`src/rtl/mu_pool_pkg.sv`:
```
// ============================================================================
// Module : mu_pool_pkg
// Brief  : Shared FSM state type and accumulator sizing for mu_pool_aggregator
// Rev    : 1.0 - initial release
// ============================================================================
`default_nettype none

package mu_pool_pkg;

    typedef enum logic [1:0] {
        IDLE = 2'd0,
        SUM  = 2'd1,
        DONE = 2'd2
    } state_e;

    // Worst case: every channel at full count times full weight.
    function automatic int acc_width(input int cnt_w, input int weight_w, input int num_mu);
        return cnt_w + weight_w + $clog2(num_mu);
    endfunction

endpackage

`default_nettype wire

```
`src/rtl/mu_pool_aggregator_if.sv`:
```
// ============================================================================
// Module : mu_pool_aggregator_if
// Brief  : Spike, config, snapshot-read and result bundle of the MU pool
// Rev    : 1.0 - initial release
// ============================================================================
`default_nettype none

interface mu_pool_aggregator_if #(
    parameter int NUM_MU   = 8,
    parameter int CNT_W    = 32,
    parameter int WEIGHT_W = 16
);
    import mu_pool_pkg::*;

    localparam int AW    = $clog2(NUM_MU);
    localparam int ACC_W = acc_width(CNT_W, WEIGHT_W, NUM_MU);

    logic [NUM_MU-1:0]   spike;
    logic                window_tick;
    logic                cfg_we;
    logic [AW-1:0]       cfg_addr;
    logic [WEIGHT_W-1:0] cfg_wdata;
    logic [AW-1:0]       rd_addr;
    logic [CNT_W-1:0]    rd_data;
    logic [ACC_W-1:0]    total_out;
    logic                total_valid;
    logic                busy;
    logic                overrun;
    logic                sat;

    modport master (
        output spike, window_tick, cfg_we, cfg_addr, cfg_wdata, rd_addr,
        input  rd_data, total_out, total_valid, busy, overrun, sat
    );

    modport slave (
        input  spike, window_tick, cfg_we, cfg_addr, cfg_wdata, rd_addr,
        output rd_data, total_out, total_valid, busy, overrun, sat
    );

endinterface

`default_nettype wire

```
`src/rtl/mu_spike_counter.sv`:
```
// ============================================================================
// Module : mu_spike_counter
// Brief  : Per-channel live spike counter with window snapshot register;
//          saturates instead of wrapping when MU_POOL_SAT_EN is defined
// Rev    : 1.0 - initial release
// ============================================================================
`default_nettype none

module mu_spike_counter
    import mu_pool_pkg::*;
#(
    parameter int CNT_W = 32
) (
    input  wire logic             clk,
    input  wire logic             reset_n,
    input  wire logic             i_spike,
    input  wire logic             i_snap,
    output logic [CNT_W-1:0]      o_snapshot,
    output logic                  o_sat_hit
);

    localparam logic [CNT_W-1:0] c_one = CNT_W'(1);

    logic [CNT_W-1:0] live_q, live_d;
    logic [CNT_W-1:0] snap_q, snap_d;

    always_comb begin
        live_d    = live_q;
        snap_d    = snap_q;
        o_sat_hit = 1'b0;
        // A spike coincident with the snapshot opens the new window.
        if (i_snap) begin
            snap_d = live_q;
            live_d = i_spike ? c_one : '0;
        end else if (i_spike) begin
`ifdef MU_POOL_SAT_EN
            if (&live_q) begin
                o_sat_hit = 1'b1;
            end else begin
                live_d = live_q + c_one;
            end
`else
            live_d = live_q + c_one;
`endif
        end
    end

    always_ff @(posedge clk or negedge reset_n) begin
        if (!reset_n) begin
            live_q <= '0;
            snap_q <= '0;
        end else begin
            live_q <= live_d;
            snap_q <= snap_d;
        end
    end

    assign o_snapshot = snap_q;

endmodule

`default_nettype wire

```
`src/rtl/mu_pool_aggregator.sv`:
```
// ============================================================================
// Module : mu_pool_aggregator
// Brief  : Windowed motor-unit spike counting with serial weighted summation;
//          optional counter saturation under macro MU_POOL_SAT_EN
// Rev    : 1.0 - initial release
// ============================================================================
`default_nettype none

module mu_pool_aggregator
    import mu_pool_pkg::*;
#(
    parameter int NUM_MU   = 8,
    parameter int CNT_W    = 32,
    parameter int WEIGHT_W = 16
) (
    input  wire logic               clk,
    input  wire logic               reset_n,
    mu_pool_aggregator_if.slave     bus
);

    localparam int AW     = $clog2(NUM_MU);
    localparam int ACC_W  = acc_width(CNT_W, WEIGHT_W, NUM_MU);
    localparam int PROD_W = CNT_W + WEIGHT_W;

    localparam logic [AW-1:0]       c_last_idx   = AW'(NUM_MU - 1);
    localparam logic [AW-1:0]       c_idx_one    = AW'(1);
    localparam logic [WEIGHT_W-1:0] c_weight_one = WEIGHT_W'(1);

    state_e              state_q, state_d;
    logic [AW-1:0]       idx_q, idx_d;
    logic [ACC_W-1:0]    acc_q, acc_d;
    logic [ACC_W-1:0]    total_q, total_d;
    logic                total_valid_q, total_valid_d;
    logic                overrun_q, overrun_d;
    logic                sat_q, sat_d;
    logic [WEIGHT_W-1:0] weight_q [NUM_MU];
    logic [WEIGHT_W-1:0] weight_d [NUM_MU];

    logic [CNT_W-1:0]    w_snapshot [NUM_MU];
    logic [NUM_MU-1:0]   w_sat_hit;
    logic                w_accept;
    logic [PROD_W-1:0]   w_prod;
    logic [ACC_W-1:0]    w_sum;

    assign w_accept = bus.window_tick && (state_q == IDLE);

    generate
        for (genvar i = 0; i < NUM_MU; i++) begin : g_ch
            mu_spike_counter #(
                .CNT_W (CNT_W)
            ) u_cnt (
                .clk        (clk),
                .reset_n    (reset_n),
                .i_spike    (bus.spike[i]),
                .i_snap     (w_accept),
                .o_snapshot (w_snapshot[i]),
                .o_sat_hit  (w_sat_hit[i])
            );
        end
    endgenerate

    assign w_prod = PROD_W'(w_snapshot[idx_q]) * PROD_W'(weight_q[idx_q]);
    assign w_sum  = acc_q + ACC_W'(w_prod);

    // Weight RAM is read live during SUM, so a write lands on any later channel cycle.
    always_comb begin
        for (int i = 0; i < NUM_MU; i++) begin
            weight_d[i] = weight_q[i];
        end
        if (bus.cfg_we && (int'(bus.cfg_addr) < NUM_MU)) begin
            weight_d[bus.cfg_addr] = bus.cfg_wdata;
        end
    end

    always_comb begin
        state_d       = state_q;
        idx_d         = idx_q;
        acc_d         = acc_q;
        total_d       = total_q;
        total_valid_d = 1'b0;
        overrun_d     = overrun_q;
        sat_d         = sat_q | (|w_sat_hit);

        if (bus.window_tick && (state_q != IDLE)) begin
            overrun_d = 1'b1;
        end

        case (state_q)
            IDLE: begin
                if (bus.window_tick) begin
                    state_d = SUM;
                    idx_d   = '0;
                    acc_d   = '0;
                end
            end
            SUM: begin
                acc_d = w_sum;
                if (idx_q == c_last_idx) begin
                    state_d       = DONE;
                    total_d       = w_sum;
                    total_valid_d = 1'b1;
                end else begin
                    idx_d = idx_q + c_idx_one;
                end
            end
            DONE: begin
                state_d = IDLE;
            end
            default: begin
                state_d = IDLE;
            end
        endcase
    end

    always_ff @(posedge clk or negedge reset_n) begin
        if (!reset_n) begin
            state_q       <= IDLE;
            idx_q         <= '0;
            acc_q         <= '0;
            total_q       <= '0;
            total_valid_q <= 1'b0;
            overrun_q     <= 1'b0;
            sat_q         <= 1'b0;
            for (int i = 0; i < NUM_MU; i++) begin
                weight_q[i] <= c_weight_one;
            end
        end else begin
            state_q       <= state_d;
            idx_q         <= idx_d;
            acc_q         <= acc_d;
            total_q       <= total_d;
            total_valid_q <= total_valid_d;
            overrun_q     <= overrun_d;
            sat_q         <= sat_d;
            for (int i = 0; i < NUM_MU; i++) begin
                weight_q[i] <= weight_d[i];
            end
        end
    end

    assign bus.rd_data     = (int'(bus.rd_addr) < NUM_MU) ? w_snapshot[bus.rd_addr] : '0;
    assign bus.total_out   = total_q;
    assign bus.total_valid = total_valid_q;
    assign bus.busy        = (state_q != IDLE);
    assign bus.overrun     = overrun_q;
    assign bus.sat         = sat_q;

endmodule

`default_nettype wire

```
`src/flat_wrapper.sv`:
```
// flat-port wrapper written by rule: the top's interface ports become plain ports
module mu_pool_aggregator_flat import mu_pool_pkg::*;
#(
    parameter int NUM_MU   = 8,
    parameter int CNT_W    = 32,
    parameter int WEIGHT_W = 16
)
  (clk, reset_n, bus_spike, bus_window_tick, bus_cfg_we, bus_cfg_addr, bus_cfg_wdata, bus_rd_addr, bus_rd_data, bus_total_out, bus_total_valid, bus_busy, bus_overrun, bus_sat);
  mu_pool_aggregator_if #(.NUM_MU(NUM_MU), .CNT_W(CNT_W), .WEIGHT_W(WEIGHT_W)) bus_i ();
  input  wire logic clk;
  input  wire logic reset_n;
  input wire logic [$bits(bus_i.spike)-1:0] bus_spike;
  input wire logic [$bits(bus_i.window_tick)-1:0] bus_window_tick;
  input wire logic [$bits(bus_i.cfg_we)-1:0] bus_cfg_we;
  input wire logic [$bits(bus_i.cfg_addr)-1:0] bus_cfg_addr;
  input wire logic [$bits(bus_i.cfg_wdata)-1:0] bus_cfg_wdata;
  input wire logic [$bits(bus_i.rd_addr)-1:0] bus_rd_addr;
  output wire logic [$bits(bus_i.rd_data)-1:0] bus_rd_data;
  output wire logic [$bits(bus_i.total_out)-1:0] bus_total_out;
  output wire logic [$bits(bus_i.total_valid)-1:0] bus_total_valid;
  output wire logic [$bits(bus_i.busy)-1:0] bus_busy;
  output wire logic [$bits(bus_i.overrun)-1:0] bus_overrun;
  output wire logic [$bits(bus_i.sat)-1:0] bus_sat;
  assign bus_i.spike = bus_spike;
  assign bus_i.window_tick = bus_window_tick;
  assign bus_i.cfg_we = bus_cfg_we;
  assign bus_i.cfg_addr = bus_cfg_addr;
  assign bus_i.cfg_wdata = bus_cfg_wdata;
  assign bus_i.rd_addr = bus_rd_addr;
  assign bus_rd_data = bus_i.rd_data;
  assign bus_total_out = bus_i.total_out;
  assign bus_total_valid = bus_i.total_valid;
  assign bus_busy = bus_i.busy;
  assign bus_overrun = bus_i.overrun;
  assign bus_sat = bus_i.sat;
  mu_pool_aggregator #(.NUM_MU(NUM_MU), .CNT_W(CNT_W), .WEIGHT_W(WEIGHT_W)) u_core (.clk(clk), .reset_n(reset_n), .bus(bus_i));
endmodule
```
`config.mk`:
```
export PLATFORM = sky130hd
export DESIGN_NAME = mu_pool_aggregator_flat
export DESIGN_NICKNAME = d
export VERILOG_FILES = /design/src/rtl/mu_pool_pkg.sv /design/src/rtl/mu_pool_aggregator_if.sv /design/src/rtl/mu_spike_counter.sv /design/src/rtl/mu_pool_aggregator.sv /design/src/flat_wrapper.sv
export SDC_FILE = /design/constraint.sdc
export NUM_CORES = 2
export LEC_CHECK = 0
export CORE_MARGIN = 2
export CORE_UTILIZATION = 30
export DETAILED_ROUTE_END_ITERATION = 12
export HOLD_SLACK_MARGIN = 0.15
export PLACE_DENSITY = 0.47
export SLEW_MARGIN = 20
export SYNTH_ARGS = -nofsm -noshare
export SYNTH_HDL_FRONTEND = slang
export SYNTH_SLANG_ARGS = --single-unit
```
`constraint.sdc`:
```
create_clock -name clk -period 9.4 [get_ports clk]
set_clock_uncertainty 0.15 [all_clocks]
set_input_delay 1.88 -clock clk [delete_from_list [all_inputs] [get_ports clk]]
set_output_delay 1.88 -clock clk [all_outputs]
set_load 0.01 [all_outputs]
```
==> impl_metrics.json <==
{
  "outcome": "complete, no violations",
  "clk_latency_ps": 740,
  "slowest_stage": "dfrtp_4",
  "hold-path-endpoint": "u_core.bus.overrun$_DFFE_PN0P_",
  "numPortBuffers": 119,
  "postCtsHoldBufs": 0,
  "clkPwrFrac": 0.229,
  "critical_path_class": "reg -> reg",
  "place_congestion": 0.8526,
  "holdCritStartpoint": "u_core.bus.overrun$_DFFE_PN0P_",
  "hold_viol": 0,
  "synth_edf_count": 0,
  "rows": 153,
  "yosysTopAreaCell": "dfrtp_1",
  "period_share": 0.9154,
  "wl_per_cell_um": 19.86,
  "setup_viol": 0,
  "synthesis.nets": 6019,
  "period_needed_ps": 8604,
  "cts_tree": "built",
  "ys_ff_latch": 749,
  "r2r_setup_slack_ps": 800,
  "drv_cap": 0,
  "syn_area_mm2": 0.05266,
  "design_area_mm2": 0.05978,
  "antenna_found_initial": 6,
  "vias": 37250,
  "cts_buffers": 92,
  "cts_buffer_depth": 3,
  "nets": 6065,
  "yosysTopAreaCellShare": 0.3521,
  "drive_above_1_share": 0.1179,
  "tightest_slew_ps": 1153,
  "final_core_util": 0.3432,
  "layout_setup_ws_ps": 795.5,
  "combPwrFrac": 0.513,
  "min_path_cells": 1,
  "io_pins": 121,
  "yosys-top-cells-area": "dfrtp_1 (35%), fa_1 (18%), nand2_1 (9.1%), mux4_2 (6.8%), inv_1 (4.5%)",
  "areaGrowthSynthToFinish_pct": 13.51,
  "syn-mean-instance-area_um2": 9.781,
  "swShare": 0.4583,
  "hpwl_um": 114100,
  "routed_wirelength_um": 155600,
  "p_per_area_mw_per_mm2": 270.8,
  "rsz0062_at_grt": "no",
  "critPathMaxFanout": 39,
  "via_per_inst": 4.755,
  "intPower_uw": 8771,
  "worstPathRequired_ps": 9870,
  "dieArea_mm2": 0.1789,
  "grt_pass1_wl_um": 244200,
  "start_util": 0.3023,
  "first_iter_violations": 2492,
  "sequentialPowerShare": 0.258,
  "drc_errors": 0,
  "die_y_um": 423.0,
  "path_cells": "buf_12 > mux4_2 > mux2i_1 > nor2_1 > fa_1 > inv_1 > fa_1 > fa_1 > inv_1 > fa_1 > fa_1 > inv_1 > fa_1 > inv_1 > ha_1 > a21o_1 > a21oi_1 > a21boi_0 > nand4_1 > a31oi_1 > o211ai_2 > a2111oi_0 > a211o_1",
  "antenna_left": 0,
  "ff2ff_path_depth": 23,
  "relSlewSlack": 0.2257,
  "r2r_start": "u_core.idx_q[0]$_DFFE_PN0P_",
  "ys.flop_type": "dfrtp_1",
  "core_area_mm2": 0.1742,
  "htree_levels": 3,
  "synth_warnings": 0,
  "fmaxAchievable_mhz": 116.2,
  "cp_num_buf_inv": 5,
  "grt_overflow": 0,
  "finalMaxSlewViolations": 0,
  "regToRegEndpoint": "u_core.acc_q[50]$_DFFE_PN0P_",
  "dpl_worst_slack_ps": 781.3,
  "start_kind": "flop",
  "grt_pass1_vias": 38740,
  "place_area_mm2": 0.05665,
  "total_power_uw": 16190,
  "cpMostUsedCell": "fa_1",
  "synth_cell_types": 77,
  "root_buffer": "clkbuf_16",
  "crit_arrival_ps": 9070,
  "track_usage": 0.1766,
  "power_switching_uw": 7419,
  "drtPass1Iterations": 5,
  "critPathTopFamily": "adder cells",
  "max_stage_delay_ps": 710,
  "cts-resized-gates": 0,
  "total_leakage_power_uw": 0.02847,
  "die_w_um": 423.0,
  "async_flop_share": 1.000,
  "path_clk_slew_ps": 60,
  "min_path_type": "reg -> reg",
  "grt_max_degree": 174,
  "ys_seq_area_frac": 0.3561,
  "syn_inst": 5384,
  "post-cts-setup-buffer-count": 0,
  "end_kind": "flop",
  "cts.sink_count": 749,
  "setup_tns_ps": 0,
  "irDropWorstVdd_mv": 0.3253
}
cells by family after synthesis:
logic type	after synthesis	synth area share
other	1	0.00007121
AO/OA/AOI/OAI	320	0.03642
AND/OR/NAND/NOR	2173	0.1723
flip-flops	749	0.3561
XOR/XNOR	260	0.04324
buffers and inverters	877	0.06325
multiplexers	403	0.1194
adder cells (fa/ha/maj)	601	0.2092
per-layer routing:
metal	global-route usage	vias up	wire, um
met4	0.03749	0	2737
li1	-	17260	-
met2	0.2788	742	71100
met3	0.02317	146	6855
met5	0	-	0
met1	0.2584	19100	74890
final cells by class:
class                      count  area (um^2)
antenna                        2        5.005
clock buffer                 132         2633
clock inverter                38        486.7
fill                       17830       114400
inverter                     627         2354
multi-input combinational   3758        30710
sequential                   749        18760
tap                         2325         2909
timing repair buffer         202         1922
registers in the layout (all words and copies together) (netlist names):
| name | flops |
|---|---|
| u_core.state_q | 2 |
| u_core.weight_q | 128 |
| u_core.bus.total_out | 51 |
| u_core.idx_q | 3 |
| u_core.g_ch.u_cnt.o_snapshot | 256 |
| u_core.bus.overrun | 1 |
| u_core.acc_q | 51 |
| u_core.bus.total_valid | 1 |
| u_core.g_ch.u_cnt.live_q | 256 |
layout by cell type (no fill, tap or decap), types with 49 or more instances in the layout:
| cell | n |
|---|---|
| buf_4 | 76 |
| nand3_1 | 150 |
| inv_1 | 627 |
| fa_1 | 466 |
| o21ai_0 | 137 |
| nand2_1 | 1269 |
| ha_1 | 135 |
| xor2_1 | 181 |
| mux4_2 | 160 |
| clkbuf_16 | 92 |
| xnor2_1 | 79 |
| mux2_2 | 201 |
| nand4_1 | 49 |
| dfrtp_1 | 738 |
| a21oi_1 | 81 |
| nor2_1 | 479 |
| clkdlybuf4s50_1 | 115 |
how the worst max path moves through the flow:
stage,start,endpoint,slack (ps),cells after the start
after floorplan,u_core.idx_q[0]$_DFFE_PN0P_,u_core.acc_q[44]$_DFFE_PN0P_,1780,27
after global placement,u_core.idx_q[0]$_DFFE_PN0P_,u_core.acc_q[46]$_DFFE_PN0P_,910,24
after detailed placement,u_core.idx_q[0]$_DFFE_PN0P_,u_core.acc_q[50]$_DFFE_PN0P_,780,23
after CTS,u_core.idx_q[0]$_DFFE_PN0P_,u_core.acc_q[50]$_DFFE_PN0P_,720,23
after global routing,u_core.idx_q[0]$_DFFE_PN0P_,u_core.acc_q[50]$_DFFE_PN0P_,240,23
final,u_core.idx_q[0]$_DFFE_PN0P_,u_core.acc_q[50]$_DFFE_PN0P_,800,23
cells in the mapped netlist, types with 49 or more instances:
library cell and instances:
mux4_2 160, nand2_1 1271, nand4_1 49, xnor2_1 79
mux2_2 201, nand3_1 150, a21oi_1 81, nor2_1 479
fa_1 466, inv_1 627, clkbuf_1 209, o21ai_0 137
ha_1 135, xor2_1 181, dfrtp_1 741
metrics by stage:
stage,std cells,hold WS (ps)
2_1_floorplan,5384,297.7
3_3_place_gp,7661,288.5
3_5_place_dp,7661,293.9
4_1_cts,7831,307.9
5_1_grt,7831,338.6
6_report,7833,304.3
power by group through the flow:
| stage | combinational, uW | sequential, uW | clock (uW) |
|---|---|---|---|
| after floorplan | 5490 | 4030 | 0 |
| after global placement | 8420 | 4220 | 0 |
| after detailed placement | 8440 | 4230 | 0 |
| after CTS | 8470 | 4180 | 3820 |
| after global routing | 9290 | 4240 | 3950 |
| final | 8310 | 4170 | 3710 |
No activity file was read; power rests on OpenSTA's default activity.
